File: config.mk
export PLATFORM = sky130hd
export DESIGN_NAME = vid_lockstep_cmp
export DESIGN_NICKNAME = d
export VERILOG_FILES = /design/src/rtl/vid_lockstep_cmp.sv
export SDC_FILE = /design/constraint.sdc
export NUM_CORES = 1
export LEC_CHECK = 0
export BUFFER_PORTS_ARGS = -buffer_cell sky130_fd_sc_hd__clkbuf_2
export CORE_MARGIN = 8
export CORE_UTILIZATION = 35
export DETAILED_ROUTE_END_ITERATION = 8
export HOLD_SLACK_MARGIN = 0.03
export SLEW_MARGIN = 10
export SYNTH_ARGS = -nofsm -noshare
export SYNTH_HDL_FRONTEND = slang
export SYNTH_SLANG_ARGS = --single-unit
export TNS_END_PERCENT = 100
File: constraint.sdc
create_clock -name clk_sys -period 15.2 [get_ports clk_sys]
set_input_delay 0.76 -clock clk_sys [delete_from_list [all_inputs] [get_ports clk_sys]]
set_output_delay 0.76 -clock clk_sys [all_outputs]
set_load 0.05 [all_outputs]
File: src/rtl/vid_lockstep_cmp.sv
`default_nettype none
// ============================================================================
// vid_lockstep_cmp : aligns two ce-sampled video streams on VSync and compares
//                    them word by word, logging the first mismatch.
// Rev 1.0
// ============================================================================
module vid_lockstep_cmp #(
    parameter int PIX_W    = 3,
    parameter int CHANNELS = 3,
    parameter int DEPTH    = 16,
    parameter int MAX_SKEW = 12
) (
    input  logic                         clk_sys,
    input  logic                         nRESET,
    input  logic                         enable,
    input  logic                         clear,
    input  logic [CHANNELS*PIX_W+1:0]    cmp_mask,
    input  logic                         a_ce,
    input  logic                         b_ce,
    input  logic                         a_hs,
    input  logic                         a_vs,
    input  logic                         b_hs,
    input  logic                         b_vs,
    input  logic [CHANNELS*PIX_W-1:0]    a_pix,
    input  logic [CHANNELS*PIX_W-1:0]    b_pix,
    output logic                         locked,
    output logic                         mismatch,
    output logic [15:0]                  mism_count,
    output logic [15:0]                  frame_count,
    output logic                         first_valid,
    output logic [9:0]                   first_x,
    output logic [9:0]                   first_y,
    output logic [CHANNELS*PIX_W+1:0]    first_a,
    output logic [CHANNELS*PIX_W+1:0]    first_b,
    output logic                         overflow
);
    localparam int W  = CHANNELS*PIX_W + 2;
    localparam int AW = $clog2(DEPTH);

    typedef enum logic [0:0] {SYNC = 1'b0, RUN = 1'b1} state_t;

    state_t         state, state_nx;
    logic           prev_vs_a, prev_vs_b, armed_a, armed_b;
    logic           arm_a, arm_b, armed_a_nx, armed_b_nx;
    logic           push_a, push_b, pop, fault, flush, cmp_fire;
    logic [W-1:0]   mem_a [DEPTH];
    logic [W-1:0]   mem_b [DEPTH];
    logic [AW:0]    wp_a, rp_a, wp_b, rp_b, occ_a, occ_b, skew;
    logic           empty_a, empty_b, full_a, full_b;
    logic [W-1:0]   rd_a, rd_b;
    logic           is_mism, pa_vs, pa_hs, frame_inc;
    logic [9:0]     x, y, x_nx, y_nx;

    assign occ_a   = wp_a - rp_a;
    assign occ_b   = wp_b - rp_b;
    assign empty_a = (occ_a == '0);
    assign empty_b = (occ_b == '0);
    assign full_a  = (occ_a == (AW+1)'(DEPTH));
    assign full_b  = (occ_b == (AW+1)'(DEPTH));
    assign skew    = (occ_a > occ_b) ? (occ_a - occ_b) : (occ_b - occ_a);

    // A stream arms on its own VSync rising edge; the edge sample is pushed too
    assign arm_a  = a_ce & a_vs & ~prev_vs_a;
    assign arm_b  = b_ce & b_vs & ~prev_vs_b;
    assign push_a = enable & a_ce & (armed_a | arm_a);
    assign push_b = enable & b_ce & (armed_b | arm_b);

    assign fault  = enable & ((push_a & full_a & ~pop) | (push_b & full_b & ~pop) |
                              (skew > (AW+1)'(MAX_SKEW)));
    assign flush  = clear | ~enable | fault;
    assign cmp_fire = pop & ~flush;

    assign armed_a_nx = ~flush & (armed_a | arm_a);
    assign armed_b_nx = ~flush & (armed_b | arm_b);

    assign rd_a    = mem_a[rp_a[AW-1:0]];
    assign rd_b    = mem_b[rp_b[AW-1:0]];
    assign is_mism = |((rd_a ^ rd_b) & cmp_mask);
    assign locked  = (state == RUN);

    always_comb begin
        state_nx = state;
        pop      = (state == RUN) && !empty_a && !empty_b;
        if (flush) begin
            state_nx = SYNC;
        end else begin
            case (state)
                SYNC:    if (armed_a_nx && armed_b_nx) state_nx = RUN;
                RUN:     state_nx = RUN;
                default: state_nx = SYNC;
            endcase
        end
    end

    always_ff @(posedge clk_sys or negedge nRESET) begin
        if (!nRESET) begin
            state     <= SYNC;
            prev_vs_a <= 1'b0;
            prev_vs_b <= 1'b0;
            armed_a   <= 1'b0;
            armed_b   <= 1'b0;
        end else begin
            state   <= state_nx;
            armed_a <= armed_a_nx;
            armed_b <= armed_b_nx;
            if (a_ce) prev_vs_a <= a_vs;
            if (b_ce) prev_vs_b <= b_vs;
        end
    end

    always_ff @(posedge clk_sys or negedge nRESET) begin
        if (!nRESET) begin
            wp_a <= '0;
            rp_a <= '0;
            wp_b <= '0;
            rp_b <= '0;
        end else if (flush) begin
            wp_a <= '0;
            rp_a <= '0;
            wp_b <= '0;
            rp_b <= '0;
        end else begin
            if (push_a) wp_a <= wp_a + 1'b1;
            if (push_b) wp_b <= wp_b + 1'b1;
            if (pop) begin
                rp_a <= rp_a + 1'b1;
                rp_b <= rp_b + 1'b1;
            end
        end
    end

    // When full, the write slot equals the read slot; the pop still sees the old word
    always_ff @(posedge clk_sys) begin
        if (push_a && !flush) mem_a[wp_a[AW-1:0]] <= {a_hs, a_vs, a_pix};
        if (push_b && !flush) mem_b[wp_b[AW-1:0]] <= {b_hs, b_vs, b_pix};
    end

    always_comb begin
        x_nx      = x;
        y_nx      = y;
        frame_inc = 1'b0;
        if (rd_a[W-2] && !pa_vs) begin
            x_nx      = '0;
            y_nx      = '0;
            frame_inc = 1'b1;
        end else if (rd_a[W-1] && !pa_hs) begin
            x_nx = '0;
            y_nx = (y == 10'd1023) ? y : y + 10'd1;
        end else begin
            x_nx = (x == 10'd1023) ? x : x + 10'd1;
        end
    end

    always_ff @(posedge clk_sys or negedge nRESET) begin
        if (!nRESET) begin
            mismatch    <= 1'b0;
            mism_count  <= '0;
            frame_count <= '0;
            first_valid <= 1'b0;
            first_x     <= '0;
            first_y     <= '0;
            first_a     <= '0;
            first_b     <= '0;
            overflow    <= 1'b0;
            x           <= '0;
            y           <= '0;
            pa_vs       <= 1'b0;
            pa_hs       <= 1'b0;
        end else if (clear) begin
            mismatch    <= 1'b0;
            mism_count  <= '0;
            frame_count <= '0;
            first_valid <= 1'b0;
            first_x     <= '0;
            first_y     <= '0;
            first_a     <= '0;
            first_b     <= '0;
            overflow    <= 1'b0;
            x           <= '0;
            y           <= '0;
            pa_vs       <= 1'b0;
            pa_hs       <= 1'b0;
        end else begin
            mismatch <= 1'b0;
            if (fault) overflow <= 1'b1;
            // Forget the last popped syncs so a resync counts its first frame
            if (flush) begin
                pa_vs <= 1'b0;
                pa_hs <= 1'b0;
            end
            if (cmp_fire) begin
                pa_vs <= rd_a[W-2];
                pa_hs <= rd_a[W-1];
                x     <= x_nx;
                y     <= y_nx;
                if (frame_inc) frame_count <= frame_count + 16'd1;
                if (is_mism) begin
                    mismatch <= 1'b1;
                    if (mism_count != 16'hFFFF) mism_count <= mism_count + 16'd1;
                    if (!first_valid) begin
                        first_valid <= 1'b1;
                        first_x     <= x_nx;
                        first_y     <= y_nx;
                        first_a     <= rd_a;
                        first_b     <= rd_b;
                    end
                end
            end
        end
    end
endmodule
`default_nettype wire

==> flow_summary.ini <==
[status]
status = finished, final reports clean

[pwr]
seqPwrFrac_pct = 54.4
vdd_drop_max_v = 0.00007877
clock_power_share_pct = 43.2
leakage_nw = 8.583
p_int_w = 0.002034
p_sw_w = 0.0005381
p_per_area_nw_per_um2 = 107.8
swShare_pct = 20.92
p_comb_share_pct = 2.3
total_power_w = 0.002572

[clock_tree]
cts_hold_buf = 0
cts_resized = 0
cts_tree = yes
cts.sink_count = 476
htreeDepth = 2
clk_pin_slew_ns = 0.07
clockBufferDepth = 3
cts-root-buf = clkbuf_16
clk_latency_ns = 0.56
numCtsBuffers = 46
postCtsSetupBuffers = 0

[route]
wl_um = 51990
wire_per_inst_um = 22.70
drtAntennaViolNets = 0
drt-initial-drc-count = 1140
dr.pass1.iters = 5
via_per_inst = 5.379
drc = 0
via_count = 12320

[place]
globalplace.congestion = 0.8456
dpl-instance-area_um2 = 22400
dpl_worst_slack_ns = 9.095
io_buffers = 116
dpl.hpwl_um = 35600

[timing]
fin_setup_tns_ns = 0
fin_crit_sh_pct = 40.39
slew_viol_final = 0
layout_min_cycle_time_ns = 6.139
maxSlewHeadroom_pct = 26.21
hold_viol_final = 0
worstMarginPinSlew_ns = 1.105
skew_ns = 0.02147
setup_violations = 0
whs_ns = 0.1765
rsz0062_at_grt = no
fmax_mhz = 162.9
fin_ws_ns = 9.061

[floorplan]
die_w_um = 261.6
die_y_um = 261.6
dieArea_um2 = 68430
core_area_um2 = 60020
placementRows = 90
io_pins = 117
start_util_pct = 35.17

[critical_path]
cp_num_buf_inv = 3
cp_max_fo = 32
crit_family = simple AND/OR/NAND/NOR gates
cp_cell_sequence = clkinv_1 -> fa_1 -> xnor2_1 -> inv_1 -> ha_1 -> nor2b_1 -> nor2_1 -> or4_1 -> o211ai_1 -> a211oi_1 -> a2bb2oi_1 -> o2111ai_2 -> buf_4 -> or3_1 -> nor3b_2
crit_type = reg -> reg
end_kind = register
cp_slowest_stage_delay_ns = 0.94
critPathSlowestCell = dfrtp_1
cp.required_ns = 15.37
startpoint_type = register
arrival_ns = 6.31

[synthesis]
ys_types = 86
synth.largest_area_cell = edfxtp_1
yosysTopAreaCellShare_pct = 50.07
synthesis.instances = 1364
yosysSeqAreaShare_pct = 64.77
synth_fp_nets = 1435
ys_warn_count = 0
synthTopCellsByArea = edfxtp_1 50%, dfrtp_1 15%, mux4_2 9.4%
synth-edff-count = 352
syn_avg_cell_area_um2 = 15.48
synth-seq-cells = 476
ys_async_sr_fraction_pct = 26.05
synth-main-ff-cell = edfxtp_1
syn_area_um2 = 21110

[final_layout]
filler_cell_count = 5445
seq_area_um2 = 13680
finalNetCount = 1539
layout-area-overhead-vs-synth_pct = 13.05
fin_area_um2 = 23870
drive_gt1_share_pct = 23.22
multi_input_area_um2 = 6925

[global_route]
grt_pass1_vias = 12330
grt_pass1_wl_um = 78770
grt_max_degree = 67
groute.usage.overall_pct = 15.06
grt-ovfl-total = 0
antenna_found_initial = 10

[worst_hold_path]
hp-class = in -> async

[flow_run]
max-cap-violations = 0
[synth_stat cells (all sizes together), types with 3 or more instances]
master   instances
xnor2           29
a211oi           6
dfrtp          124
or3              6
nand2b           4
nand2           60
fa               4
a21o             6
o2bb2ai          4
o211ai          10
a2111oi          4
a21oi           35
nor2            65
or4             12
mux4            88
and3            35
o21ai           23
o21a            11
a22oi           20
and2            15
nor3b            4
mux2            28
nand3           44
xor2            25
nor3            23
nor2b           37
or2              4
inv             36
o22ai            7
a31o            17
a31oi           11
nor4             7
ha              28
clkbuf          35
a2bb2oi          4
a41oi            3
and3b            4
buf             37
o31ai           14
nand4           21
edfxtp         352
o311ai           4
mux2i           31
[layer usage]
metal	vias to the layer above	track usage, %	wire length (µm)
li1	5529	-	-
met4	10	3.479	884
met5	-	0	64
met2	390	22.55	23000
met3	69	4.402	4446
met1	6319	21.47	23590
[registers in the layout (all words and copies together), names as in the netlist, 5 cells and up]
signal,cells
x,10
first_x,10
frame_count,16
rp_b,5
mem_b,176
wp_a,5
mem_a,176
first_a,11
wp_b,5
mism_count,16
first_b,11
first_y,10
rp_a,5
y,10
[cell families (layout without fill, tap and decap cells)]
family | after synthesis | count (layout) | synth area share (%)
AOI/OAI and AO/OA | 197 | 197 | 6.869
xor gates and xnor gates | 56 | 56 | 2.495
adders and majority gates | 32 | 32 | 2.039
buffers and inverters | 110 | 249 | 2.578
DFF | 476 | 476 | 64.77
muxes | 147 | 147 | 12.51
other | 0 | 5 | 0
and+or+nand+nor | 346 | 346 | 8.736
[worst register-to-register path, stage by stage, from the launching register on]
cell and delay [ns]:
dfrtp_1 0.94, clkinv_1 0.51, fa_1 0.56, xnor2_1 0.28
inv_1 0.08, ha_1 0.38, nor2b_1 0.19, nor2_1 0.15
or4_1 0.13, o211ai_1 0.08, a211oi_1 0.38, a2bb2oi_1 0.31
o2111ai_2 0.16, buf_4 0.27, or3_1 0.47, nor3b_2 0.86
[final cells by class]
cell class / count / share of cell area, %
diodes: 5 / 0.05243
clock buffers: 54 / 5.038
flip-flops and latches: 476 / 57.30
clock inverters: 29 / 1.054
inverters: 38 / 0.5977
repair buffers: 128 / 2.836
well taps: 782 / 4.100
multi-input cells: 778 / 29.02
[path summary, 6_finish.rpt]
kind	from	end	slack, ns	depth (start not counted)
setup / recovery	rp_b[1]	mem_a[0][3]	9.06	15
hold / removal	nRESET	first_x[3]	0.18	1
setup reg to reg	rp_b[1]	mem_a[0][3]	9.06	15
hold reg to reg	overflow	overflow	0.51	2
max in group asynchronous	nRESET	rp_b[0]	13.68	2
min in group clk_sys	a_ce	prev_vs_a	0.45	2
[power groups by stage]
stage / clock network [W] / registers [W] / logic, W
after floorplan: 0 / 0.00143 / 0.0000210
after global placement: 0 / 0.00143 / 0.0000595
after detailed placement: 0 / 0.00143 / 0.0000614
after CTS: 0.00113 / 0.00140 / 0.0000615
after global routing: 0.00118 / 0.00140 / 0.0000659
final: 0.00111 / 0.00140 / 0.0000603
[metrics by stage]
| step | cells | util, % |
|---|---|---|
| floorplan | 1364 | - |
| global placement | 2202 | 37.32 |
| detailed placement | 2202 | 37.32 |
| CTS | 2285 | 39.74 |
| global route | 2285 | 39.74 |
| finish | 2290 | 39.76 |
[layout by cell type (no fill, tap or decap), drive strengths merged, types with 6 or more instances in the layout]
cell / instances
edfxtp: 352
clkbuf: 169
dfrtp: 124
mux4: 88
nor2: 65
nand2: 60
nand3: 44
inv: 41
nor2b: 37
and3: 35
a21oi: 35
mux2i: 31
xnor2: 29
ha: 28
mux2: 28
xor2: 25
nor3: 23
o21ai: 23
nand4: 21
a22oi: 20
clkinv: 18
a31o: 17
and2: 15
o31ai: 14
buf: 13
or4: 12
a31oi: 11
o21a: 11
o211ai: 10
nor4: 7
o22ai: 7
a21o: 6
a211oi: 6
or3: 6
No activity file was read; power rests on OpenSTA's default activity.
